### config.mk
export PLATFORM = sky130hd
export DESIGN_NAME = vec_pack
export DESIGN_NICKNAME = d
export VERILOG_FILES = /design/src/rtl/ddnet_pkg.sv /design/src/rtl/vec_pack_bank.sv /design/src/rtl/vec_pack.sv
export SDC_FILE = /design/constraint.sdc
export NUM_CORES = 1
export LEC_CHECK = 0
export ABC_AREA = 1
export CAP_MARGIN = 5
export CORE_MARGIN = 4
export CORE_UTILIZATION = 45
export CTS_CLUSTER_SIZE = 40
export DETAILED_ROUTE_END_ITERATION = 7
export HOLD_SLACK_MARGIN = 0.02
export PLACE_DENSITY_LB_ADDON = 0.2
export SYNTH_ARGS = -nofsm -noshare
export SYNTH_HDL_FRONTEND = slang
export SYNTH_HIERARCHICAL = 1
export SYNTH_SLANG_ARGS = --single-unit
### constraint.sdc
create_clock -name clk -period 21.2 [get_ports clk]
set_input_delay 2.12 -clock clk [delete_from_list [all_inputs] [get_ports clk]]
set_output_delay 2.12 -clock clk [all_outputs]
set_load 0.1 [all_outputs]
### src/rtl/ddnet_pkg.sv
// Shared constants for the pack and dot-product stages: element format 1.4.11,
// vector geometry, and the per-bank occupancy encoding.
package ddnet_pkg;

    localparam int ELEM_W    = 16;
    localparam int N_ELEM    = 16;
    localparam int VEC_W     = ELEM_W * N_ELEM;
    localparam int FRAC_BITS = 11;

    typedef enum logic {
        BANK_FREE = 1'b0,
        BANK_FULL = 1'b1
    } bank_state_t;

endpackage

### src/rtl/vec_pack_bank.sv
// One A/B lane-register pair. Lane wr_idx takes the incoming element;
// with zero_fill set, every lane above wr_idx is cleared on the same write.
module vec_pack_bank #(
    parameter int ELEM_W = ddnet_pkg::ELEM_W,
    parameter int N_ELEM = ddnet_pkg::N_ELEM,
    parameter int CW     = $clog2(ddnet_pkg::N_ELEM + 1)
) (
    input  logic                       clk,
    input  logic                       rst,
    input  logic                       wr_en,
    input  logic                       zero_fill,
    input  logic [CW-1:0]              wr_idx,
    input  logic [ELEM_W-1:0]          wr_a,
    input  logic [ELEM_W-1:0]          wr_b,
    output logic [ELEM_W*N_ELEM-1:0]   vec_a,
    output logic [ELEM_W*N_ELEM-1:0]   vec_b
);

    generate
        for (genvar gi = 0; gi < N_ELEM; gi++) begin : g_lane
            logic [ELEM_W-1:0] a_reg;
            logic [ELEM_W-1:0] b_reg;

            always_ff @(posedge clk or posedge rst) begin
                if (rst) begin
                    a_reg <= '0;
                    b_reg <= '0;
                end else if (wr_en) begin
                    if (wr_idx == CW'(gi)) begin
                        a_reg <= wr_a;
                        b_reg <= wr_b;
                    end else if (zero_fill && (wr_idx < CW'(gi))) begin
                        a_reg <= '0;
                        b_reg <= '0;
                    end
                end
            end

            assign vec_a[gi*ELEM_W +: ELEM_W] = a_reg;
            assign vec_b[gi*ELEM_W +: ELEM_W] = b_reg;
        end
    endgenerate

endmodule

### src/rtl/vec_pack.sv
// Packs streamed A/B element pairs into full-width vectors for the dot-product stage.
// Define VEC_PACK_DBUF_EN for ping-pong banks; otherwise a single bank is used.
module vec_pack #(
    parameter int ELEM_W = ddnet_pkg::ELEM_W,
    parameter int N_ELEM = ddnet_pkg::N_ELEM
) (
    input  logic                       clk,
    input  logic                       rst,
    input  logic                       in_valid,
    output logic                       in_ready,
    input  logic [ELEM_W-1:0]          in_a,
    input  logic [ELEM_W-1:0]          in_b,
    input  logic                       in_last,
    output logic [ELEM_W*N_ELEM-1:0]   vec_a,
    output logic [ELEM_W*N_ELEM-1:0]   vec_b,
    output logic                       vec_valid,
    input  logic                       vec_ready
);

    import ddnet_pkg::*;

    localparam int CW = $clog2(N_ELEM + 1);
`ifdef VEC_PACK_DBUF_EN
    localparam int NBANK = 2;
`else
    localparam int NBANK = 1;
`endif

    bank_state_t               state_reg  [2];
    bank_state_t               state_next [2];
    logic                      wr_ptr_reg, wr_ptr_next;
    logic                      rd_ptr_reg, rd_ptr_next;
    logic [CW-1:0]             fill_cnt_reg, fill_cnt_next;
    logic                      vec_valid_reg, vec_valid_next;
    logic                      accept, complete, handshake;
    logic [ELEM_W*N_ELEM-1:0]  bank_a [2];
    logic [ELEM_W*N_ELEM-1:0]  bank_b [2];

    always_ff @(posedge clk or posedge rst) begin
        if (rst) begin
            state_reg[0]  <= BANK_FREE;
            state_reg[1]  <= BANK_FREE;
            wr_ptr_reg    <= 1'b0;
            rd_ptr_reg    <= 1'b0;
            fill_cnt_reg  <= '0;
            vec_valid_reg <= 1'b0;
        end else begin
            state_reg     <= state_next;
            wr_ptr_reg    <= wr_ptr_next;
            rd_ptr_reg    <= rd_ptr_next;
            fill_cnt_reg  <= fill_cnt_next;
            vec_valid_reg <= vec_valid_next;
        end
    end

    // A release and a completion never target the same bank: one needs it full, the other free.
    always_comb begin
        in_ready  = (state_reg[wr_ptr_reg] == BANK_FREE);
        accept    = in_valid && in_ready;
        complete  = accept && (in_last || (fill_cnt_reg == CW'(N_ELEM - 1)));
        handshake = vec_valid_reg && vec_ready;

        state_next = state_reg;
        if (handshake)
            state_next[rd_ptr_reg] = BANK_FREE;
        if (complete)
            state_next[wr_ptr_reg] = BANK_FULL;

        if (complete)
            fill_cnt_next = '0;
        else if (accept)
            fill_cnt_next = fill_cnt_reg + CW'(1);
        else
            fill_cnt_next = fill_cnt_reg;

`ifdef VEC_PACK_DBUF_EN
        wr_ptr_next = wr_ptr_reg ^ complete;
        rd_ptr_next = rd_ptr_reg ^ handshake;
`else
        wr_ptr_next = 1'b0;
        rd_ptr_next = 1'b0;
`endif
        vec_valid_next = (state_next[rd_ptr_next] == BANK_FULL);
    end

    generate
        for (genvar gi = 0; gi < 2; gi++) begin : g_bank
            if (gi < NBANK) begin : g_inst
                vec_pack_bank #(
                    .ELEM_W (ELEM_W),
                    .N_ELEM (N_ELEM),
                    .CW     (CW)
                ) u_bank (
                    .clk       (clk),
                    .rst       (rst),
                    .wr_en     (accept && (wr_ptr_reg == 1'(gi))),
                    .zero_fill (in_last),
                    .wr_idx    (fill_cnt_reg),
                    .wr_a      (in_a),
                    .wr_b      (in_b),
                    .vec_a     (bank_a[gi]),
                    .vec_b     (bank_b[gi])
                );
            end else begin : g_none
                assign bank_a[gi] = '0;
                assign bank_b[gi] = '0;
            end
        end
    endgenerate

    assign vec_a     = bank_a[rd_ptr_reg];
    assign vec_b     = bank_b[rd_ptr_reg];
    assign vec_valid = vec_valid_reg;

endmodule

==> results of run 1 <==
-- critical path, cell delays in order --
cell and delay [ns]:
clkdlybuf4s50_1 0.46, inv_1 0.06, nor2_4 0.06, buf_4 0.52, nand2_2 0.21, nor2_4 0.70
nand2_1 0.21, buf_4 0.30, inv_1 0.74, nand2_1 0.12, nand2_1 0.13
-- layer usage --
metal / vias to the layer above / global-route usage / part of all wire / wire length [um]
li1: 8497 / - / - / -
met1: 9648 / 0.434 / 0.39 / 32300
met2: 1062 / 0.511 / 0.47 / 39000
met3: 160 / 0.0926 / 0.11 / 9150
met4: 0 / 0.109 / 0.036 / 3000
met5: - / 0 / 0 / 0
-- layout make-up --
class | instances | area [sq um]
fill | 3849 | 17000
tap | 600 | 751
sequential | 518 | 13000
multi-input combinational | 1550 | 6880
clock buffer | 78 | 1620
timing repair buffer | 591 | 5830
inverter | 61 | 236
clock inverter | 22 | 288
-- final timing paths --
kind | startpoint | end | cells past startpoint | slack [ns]
worst max-delay path | in_valid | g_bank[0].g_inst.u_bank/g_lane[4].b_reg[15] | 11 | 16.04
worst min-delay path | g_bank[0].g_inst.u_bank/g_lane[3].a_reg[2] | g_bank[0].g_inst.u_bank/g_lane[3].a_reg[2] | 2 | 0.47
worst max register to register | vec_valid | g_bank[0].g_inst.u_bank/g_lane[4].b_reg[15] | 9 | 17.62
worst min register to register | g_bank[0].g_inst.u_bank/g_lane[3].a_reg[2] | g_bank[0].g_inst.u_bank/g_lane[3].a_reg[2] | 2 | 0.47
max in group asynchronous | rst | g_bank[0].g_inst.u_bank/g_lane[9].b_reg[4] | 4 | 16.68
min in group asynchronous | rst | fill_cnt_reg[1] | 2 | 1.94
-- report_power, final --
part / switching, mW / total, mW / internal (mW)
Combinational: 1.00 / 1.23 / 0.226
Sequential: 0.0694 / 1.16 / 1.09
Clock: 0.399 / 1.01 / 0.612
Total: 1.47 / 3.40 / 1.93
-- placed cells by master (no fill, tap or decap), types with 8 or more instances in the layout --
cell type	count
buf_4	40
clkbuf_1	10
clkbuf_16	57
clkbuf_8	11
clkdlybuf4s50_1	550
clkinv_2	14
dfrtp_1	518
inv_1	47
inv_2	12
nand2_1	762
nand2_2	9
nand3_1	681
nor2_1	14
o21ai_0	58
o21ai_1	8
-- cells by family (layout without fill, tap and decap cells) --
kind of cell,after synthesis,after routing
and+or+nand+nor,1475,1475
xor gates and xnor gates,1,1
muxes,1,1
adders and majority gates,2,2
AOI/OAI and AO/OA,71,71
buffers and inverters,255,752
DFF,518,518
==> impl_metrics.tcl, run 1 <==
set metrics [dict create \
    design.die.area_sq_um 49800 \
    final.setup.worst_slack_ns 16.04 \
    synthToLayoutAreaGrowth_pct 37.0 \
    fin_area_sq_um 28600 \
    ys_seq_area_frac 0.622 \
    worst_pin_slew_ns 1.31 \
    holdBufCountCts 0 \
    dpl.hpwl_um 53500 \
    end_kind "flip-flop" \
    synth_top_family_by_area "simple AND/OR/NAND/NOR gates" \
    ios 551 \
    vias 19400 \
    final_cells 3420 \
    hold_slack_ns 0.468 \
    drtIter0Drc 2218 \
    ys_warn_count 6 \
    antenna_cells 0 \
    muxShareOfSynthArea 0.000480 \
    netlist.top_cell.by_area "dfrtp_1" \
    overflow 0 \
    synthXorXnorAreaFrac 0.000420 \
    yosysTopAreaCellShare 0.622 \
    drc 0 \
    syn_area_per_cell_sq_um 8.97 \
    hold_viol 0 \
    post-route-min-period_ns 5.16 \
    post-cts-setup-buffer-count 0 \
    synth.most_common_cell "nand2_1" \
    crit_type "in2reg" \
    ys_top_cells_by_area "dfrtp_1 62%, nand3_1 16%, nand2_1 14%" \
    worst_slew_margin_rel 0.126 \
    io_buffers 550 \
    die_width_um 223 \
    grtUsageTotal 0.323 \
    via_per_inst 5.66 \
    finalSetupViolations 0 \
    netlist_area_sq_um 20800 \
    clk_pin_slew_worst_paths_ns 0.06 \
    async_reset_ff_frac 1.00 \
    slew_viol_final 0 \
    wl_per_cell_um 24.4 \
    post_cts_resized 0 \
    die_h_um 223 \
    drive_gt1_frac 0.0585 \
    yosys-top-cells-count "765 x nand2_1, 681 x nand3_1, 518 x dfrtp_1" \
    cts_root_buf "clkbuf_16" \
    worstSetupStartpointType "input pin" \
    core_area_sq_um 45600 \
    rsz0062_at_grt "no" \
    grt_max_degree 192 \
    clock_sinks 518 \
    htree_levels 2 \
    routabilityCongestion 0.857 \
    ys_seq_elements 518 \
    max_freq_mhz 194 \
    max_cap_viol_count 0 \
    antenna_found_initial 0 \
    synth-compound-area-share 0.0175 \
    cp.arrival_ns 5.69 \
    cp_max_fo 55 \
    numCtsBuffers 54 \
    p_per_area_nw_per_um2 119 \
    dr.pass1.iters 5 \
    grt_pass1_vias 18400 \
    grt_pass1_wl_um 123000 \
    start_util 0.457 \
    synth_fp_nets 2362 \
    place_worst_setup_slack_ns 15.55 \
    tritoncts "done" \
    ys_types 23 \
    power.leakage_nw 14.6 \
    synth-edff-count 0 \
    ant_nets 0 \
    dp_cells 3320 \
    fin_util 0.627 \
    worstPathRequired_ns 21.73 \
    power_mw 3.40 \
    clk_latency_ns 0.60 \
    post-route-period-util 0.244 \
    ys.flop_type "dfrtp_1" \
    netlist_instances 2323 \
    nets 2815 \
    fin_setup_tns_ns 0 \
    synthSimpleGateAreaFrac 0.308 \
    synth_adder_area_share 0.00120 \
    rows 78 \
    dpl_cell_area_sq_um 26700 \
    totalWireLength_um 83400 \
    finClkSkew_ns 0.0138 \
    hold_path_class "reg2reg" \
    outcome "finished clean" \
    clockBufferDepth 3 \
    ir_drop_v 0.000129 \
]
Note: power is estimated with default switching activity, not from simulation.
==> inputs of run 2 (changes only) <==
Clock period 21.2 ns to 4.9 ns, I/O delays scaled along.
==> run 2 against run 1 <==
  * Design area about the same
  * Via count down 0.11%
  * Hold slack got worse by 0.20 ns
  * Largest cell class unchanged
  * Setup slack got worse by 14 ns
  * Utilization about the same
  * Die area stayed put
  * Clock power grew to 4.2 times the previous value
  * Clock-buffer cell count is 9 lower
  * Register-to-register slack worse by 16 ns
==> impl_metrics.tcl, run 2 (synthesis gave the netlist of run 1 again) <==
set metrics [dict create \
    p_switching_mw 6.33 \
    core_area_sq_um 45600 \
    cp.arrival_ns 3.78 \
    grt_max_degree 143 \
    finClkSkew_ns 0.0175 \
    drc 0 \
    max_freq_mhz 301 \
    p_per_area_nw_per_um2 509 \
    grt_pass1_wl_um 121000 \
    post-route-min-period_ns 3.32 \
    p_clk_frac 0.291 \
    drive_gt1_frac 0.0609 \
    critPathSlowestCell "clkinv_1" \
    worstSetupStartpointType "flip-flop" \
    post-route-period-util 0.677 \
    wl_met1_um 31600 \
    ios 551 \
    cp_num_buf_inv 1 \
    clk_pin_slew_worst_paths_ns 0.06 \
    switching_share 0.436 \
    hold_path_class "in2async" \
    design.die.area_sq_um 49800 \
    cp_max_fo 64 \
    top_layer "met4" \
    wl_met3_um 8460 \
    grt_pass1_vias 18700 \
    die_h_um 223 \
    clk_latency_ns 0.59 \
    synthToLayoutAreaGrowth_pct 37.0 \
    slew_viol_final 0 \
    p_int_mw 8.21 \
    worst_slew_margin_rel 0.136 \
    crit_type "reg2reg" \
    crit_top_cell "nand2_1" \
    routabilityCongestion 0.874 \
    power_mw 14.5 \
    post_cts_resized 0 \
    dpl.hpwl_um 53800 \
    via_per_inst 5.65 \
    htree_levels 2 \
    totalWireLength_um 82600 \
    cts_root_buf "clkbuf_16" \
    worstPathRequired_ns 5.36 \
    fin_setup_tns_ns 0 \
    start_util 0.457 \
    tritoncts "done" \
    overflow 0 \
    ir_drop_v 0.000686 \
    rsz0062_at_grt "no" \
    layout_commonest_cell "nand2_1" \
    holdBufCountCts 0 \
    numCtsBuffers 53 \
    power.leakage_nw 14.5 \
    grtUsageTotal 0.319 \
    vias 19300 \
    nets 2820 \
    ant_nets 0 \
    wl_met2_um 39300 \
    fillers 3776 \
    rows 78 \
    dr.pass1.iters 6 \
    p_comb_frac 0.365 \
    antenna_found_initial 1 \
    max_cap_viol_count 0 \
    io_buffers 550 \
    crit_chain "nand2_1 > clkinv_1 > nand2_1 > nand2_2 > nand3_1 > nand2_1" \
    end_kind "flip-flop" \
    final_cell_mix "761 x nand2_1, 681 x nand3_1, 550 x clkdlybuf4s50_1" \
    outcome "finished clean" \
    clock_sinks 518 \
    cpPeakStageDelay_ns 0.86 \
    hold_viol 0 \
    antenna_cells 0 \
    die_width_um 223 \
    wl_per_cell_um 24.1 \
    cp_top_family "simple AND/OR/NAND/NOR gates" \
    finalSetupViolations 0 \
    post-cts-setup-buffer-count 0 \
    clockBufferDepth 3 \
    worst_pin_slew_ns 1.29 \
    pwr-share-seq 0.344 \
    drtIter0Drc 1848 \
]
-- run 2: layout make-up --
cell class              instances  area [sq um]  area share
flip-flops and latches        518         13000       0.454
clock inverters                27           329      0.0115
clock buffers                  69          1490      0.0521
multi-input cells            1550          6890       0.241
repair buffers                597          5910       0.207
inverters                      61           233     0.00815
well taps                     600           751      0.0263
-- run 2: worst paths after layout --
kind                                                             from                                      endpoint  slack [ns]  depth (start not counted)
setup / recovery                                      fill_cnt_reg[2]  g_bank[0].g_inst.u_bank/g_lane[13].a_reg[10]        1.58                          6
hold / removal                                                    rst                                     vec_valid        0.27                          2
setup reg to reg                                      fill_cnt_reg[2]  g_bank[0].g_inst.u_bank/g_lane[13].a_reg[10]        1.58                          6
hold reg to reg            g_bank[0].g_inst.u_bank/g_lane[3].a_reg[9]    g_bank[0].g_inst.u_bank/g_lane[3].a_reg[9]        0.47                          2
max in group asynchronous                                         rst    g_bank[0].g_inst.u_bank/g_lane[8].a_reg[7]        3.34                          3
min in group clk           g_bank[0].g_inst.u_bank/g_lane[3].a_reg[9]    g_bank[0].g_inst.u_bank/g_lane[3].a_reg[9]        0.47                          2
-- run 2: per-stage QoR --
step / instances / setup WS (ns) / util / area, sq um / hold slack, ns
6_report: 3422 / 1.58 / 0.627 / 28600 / 0.269
5_1_grt: 3422 / 1.33 / 0.627 / 28600 / 0.261
4_1_cts: 3422 / 1.62 / 0.627 / 28600 / 0.246
3_5_place_dp: 3326 / 1.13 / 0.587 / 26700 / 0.460
3_3_place_gp: 3326 / 1.25 / 0.587 / 26700 / 0.452
2_1_floorplan: 2323 / -2.54 / - / 20900 / 0.281
-- run 2: power by group through the flow --
stage | sequential, mW | combinational, mW | clock, mW
final | 5.01 | 5.31 | 4.22
after global routing | 5.04 | 5.45 | 4.45
after CTS | 5.00 | 5.32 | 4.27
after detailed placement | 5.07 | 5.31 | 0
after global placement | 5.06 | 5.28 | 0
after floorplan | 8.21 | 0.721 | 0
-- run 2: metal layers --
layer | global-route usage | up-vias
met5 | 0 | -
met4 | 0.117 | 0
met3 | 0.0858 | 164
met2 | 0.518 | 1072
met1 | 0.414 | 9628
li1 | - | 8482
==> inputs of run 3 (changes only) <==
Settings changed: CORE_UTILIZATION 45 to 44.
Clock period 4.9 ns to 3 ns, I/O delays scaled along.
==> run 3 against run 2 <==
  * Sequential share of layout area increased by 1.6 points
  * Flip-flop and latch count did not move
  * Sequential power up 64%
  * Utilization fell by 3.5 points
  * Clock power grew 58%
  * Global-route usage is 0.35 points higher
  * Wire length grew 3.0%
  * Combinational power up 60%
  * Setup slack got worse by 1.0 ns
  * Total power up 61%
  * Critical path depth fell by 5
  * Critical path type is now reg2out
  * Largest cell class unchanged
  * Largest power group unchanged
==> impl_metrics.tcl, run 3 (synthesis gave the netlist of run 1 again) <==
set metrics [dict create \
    cp_num_buf_inv 1 \
    tritoncts "done" \
    p_comb_frac 0.364 \
    clk_latency_ns 0.61 \
    fin_area_sq_um 27600 \
    place_worst_setup_slack_ns 0.562 \
    post-route-period-util 0.812 \
    outcome "finished clean" \
    cp_max_fo 2 \
    post-cts-setup-buffer-count 0 \
    core_area_sq_um 46700 \
    worstPathRequired_ns 2.70 \
    fillers 4041 \
    htree_levels 2 \
    post_cts_resized 0 \
    hold_viol 0 \
    worst_slew_margin_rel 0.149 \
    overflow 0 \
    rsz0062_at_grt "no" \
    final_cell_mix "761 x nand2_1, 680 x nand3_1, 570 x buf_4" \
    antenna_found_initial 1 \
    r2r_start "fill_cnt_reg[2]" \
    drc 0 \
    r2r_slack_ns 0.65 \
    rows 79 \
    p_clk_frac 0.285 \
    io_buffers 550 \
    max_freq_mhz 411 \
    grt_pass1_vias 18600 \
    dr.pass1.iters 6 \
    crit_chain "clkdlybuf4s50_1" \
    fin_util 0.591 \
    final.setup.worst_slack_ns 0.565 \
    fin_setup_tns_ns 0 \
    max_cap_viol_count 0 \
    clockBufferDepth 3 \
    drive_gt1_frac 0.244 \
    power_mw 23.4 \
    cp.depth 1 \
    p_int_mw 13.0 \
    finalSetupViolations 0 \
    ir_drop_v 0.000609 \
    clock_sinks 518 \
    critPathSlowestCell "clkdlybuf4s50_1" \
    p_switching_mw 10.4 \
    grt_max_degree 119 \
    grt_pass1_wl_um 124000 \
    worstReg2RegEnd "g_bank[0].g_inst.u_bank/g_lane[12].b_reg[10]" \
    pwr-share-seq 0.352 \
    clk_pin_slew_worst_paths_ns 0.06 \
    finClkSkew_ns 0.0260 \
    worstSetupStartpointType "flip-flop" \
    multi_input_area_sq_um 6900 \
    drtIter0Drc 2111 \
    worst_pin_slew_ns 1.27 \
    totalWireLength_um 85100 \
    cpPeakStageDelay_ns 1.15 \
    layout_commonest_cell "nand2_1" \
    dpl.hpwl_um 56100 \
    design.die.area_sq_um 50900 \
    ant_nets 0 \
    routabilityCongestion 0.871 \
    power.leakage_nw 15.7 \
    post-route-min-period_ns 2.44 \
    via_per_inst 5.64 \
    numCtsBuffers 53 \
    cp.arrival_ns 2.14 \
    nets 2857 \
    cts_root_buf "clkbuf_16" \
    p_per_area_nw_per_um2 847 \
    vias 19500 \
    ios 551 \
    crit_type "reg2out" \
    start_util 0.447 \
    seq_area_sq_um 13000 \
    dpl_cell_area_sq_um 25900 \
    holdBufCountCts 0 \
    slew_viol_final 0 \
    die_width_um 226 \
    synthToLayoutAreaGrowth_pct 32.3 \
    end_kind "primary output" \
    antenna_cells 0 \
    wl_per_cell_um 24.6 \
    cp_top_family "buffers and inverters" \
    grtUsageTotal 0.322 \
    die_h_um 226 \
    hold_path_class "in2async" \
    switching_share 0.444 \
    reg2reg_depth 5 \
]
run 3: changes by cell type in the layout (fill, tap and decap cells not counted), sizes merged:
cell | before | now
clkinvlp | 4 | 2
clkbuf | 69 | 80
bufinv | 7 | 2
clkdlybuf4s50 | 550 | 56
clkinv | 17 | 11
buf | 47 | 578
run 3: power by group through the flow:
stage	logic [mW]	registers [mW]	clock network [mW]
detailed placement	8.49	8.32	0
finish	8.49	8.21	6.65
global route	8.76	8.27	7.00
floorplan	1.18	13.4	0
CTS	8.49	8.20	6.72
global placement	8.43	8.29	0
run 3: final cells by class:
cell class,instances,area share
clock buffers,80,0.0584
clock inverters,14,0.00458
inverters,61,0.00844
multi-input cells,1550,0.250
flip-flops and latches,518,0.470
well taps,607,0.0275
repair buffers,634,0.181
run 3: metrics by stage:
step	std cells	hold WS, ns
after global placement	3370	0.457
after floorplan	2323	0.0910
after detailed placement	3370	0.459
after CTS	3464	0.0358
after global routing	3464	0.0570
final	3464	0.0492
run 3: worst max path at each step:
stage	from	to	slack [ns]
floorplan	rst	g_bank[0].g_inst.u_bank/g_lane[0].a_reg[0]	-4.25
global placement	in_valid	g_bank[0].g_inst.u_bank/g_lane[8].a_reg[6]	0.59
detailed placement	in_valid	g_bank[0].g_inst.u_bank/g_lane[7].b_reg[15]	0.56
CTS	g_bank[0].g_inst.u_bank/g_lane[0].a_reg[1]	vec_a[1]	0.55
global route	fill_cnt_reg[2]	g_bank[0].g_inst.u_bank/g_lane[11].a_reg[0]	0.52
finish	g_bank[0].g_inst.u_bank/g_lane[0].a_reg[1]	vec_a[1]	0.56
run 3: layer usage:
metal | vias up | wire [um] | track usage | part of all wire
met5 | - | 0 | 0 | 0
met4 | 0 | 3230 | 0.111 | 0.038
met3 | 161 | 9470 | 0.105 | 0.11
met2 | 1066 | 39100 | 0.505 | 0.46
met1 | 9727 | 33200 | 0.426 | 0.39
li1 | 8574 | - | - | -
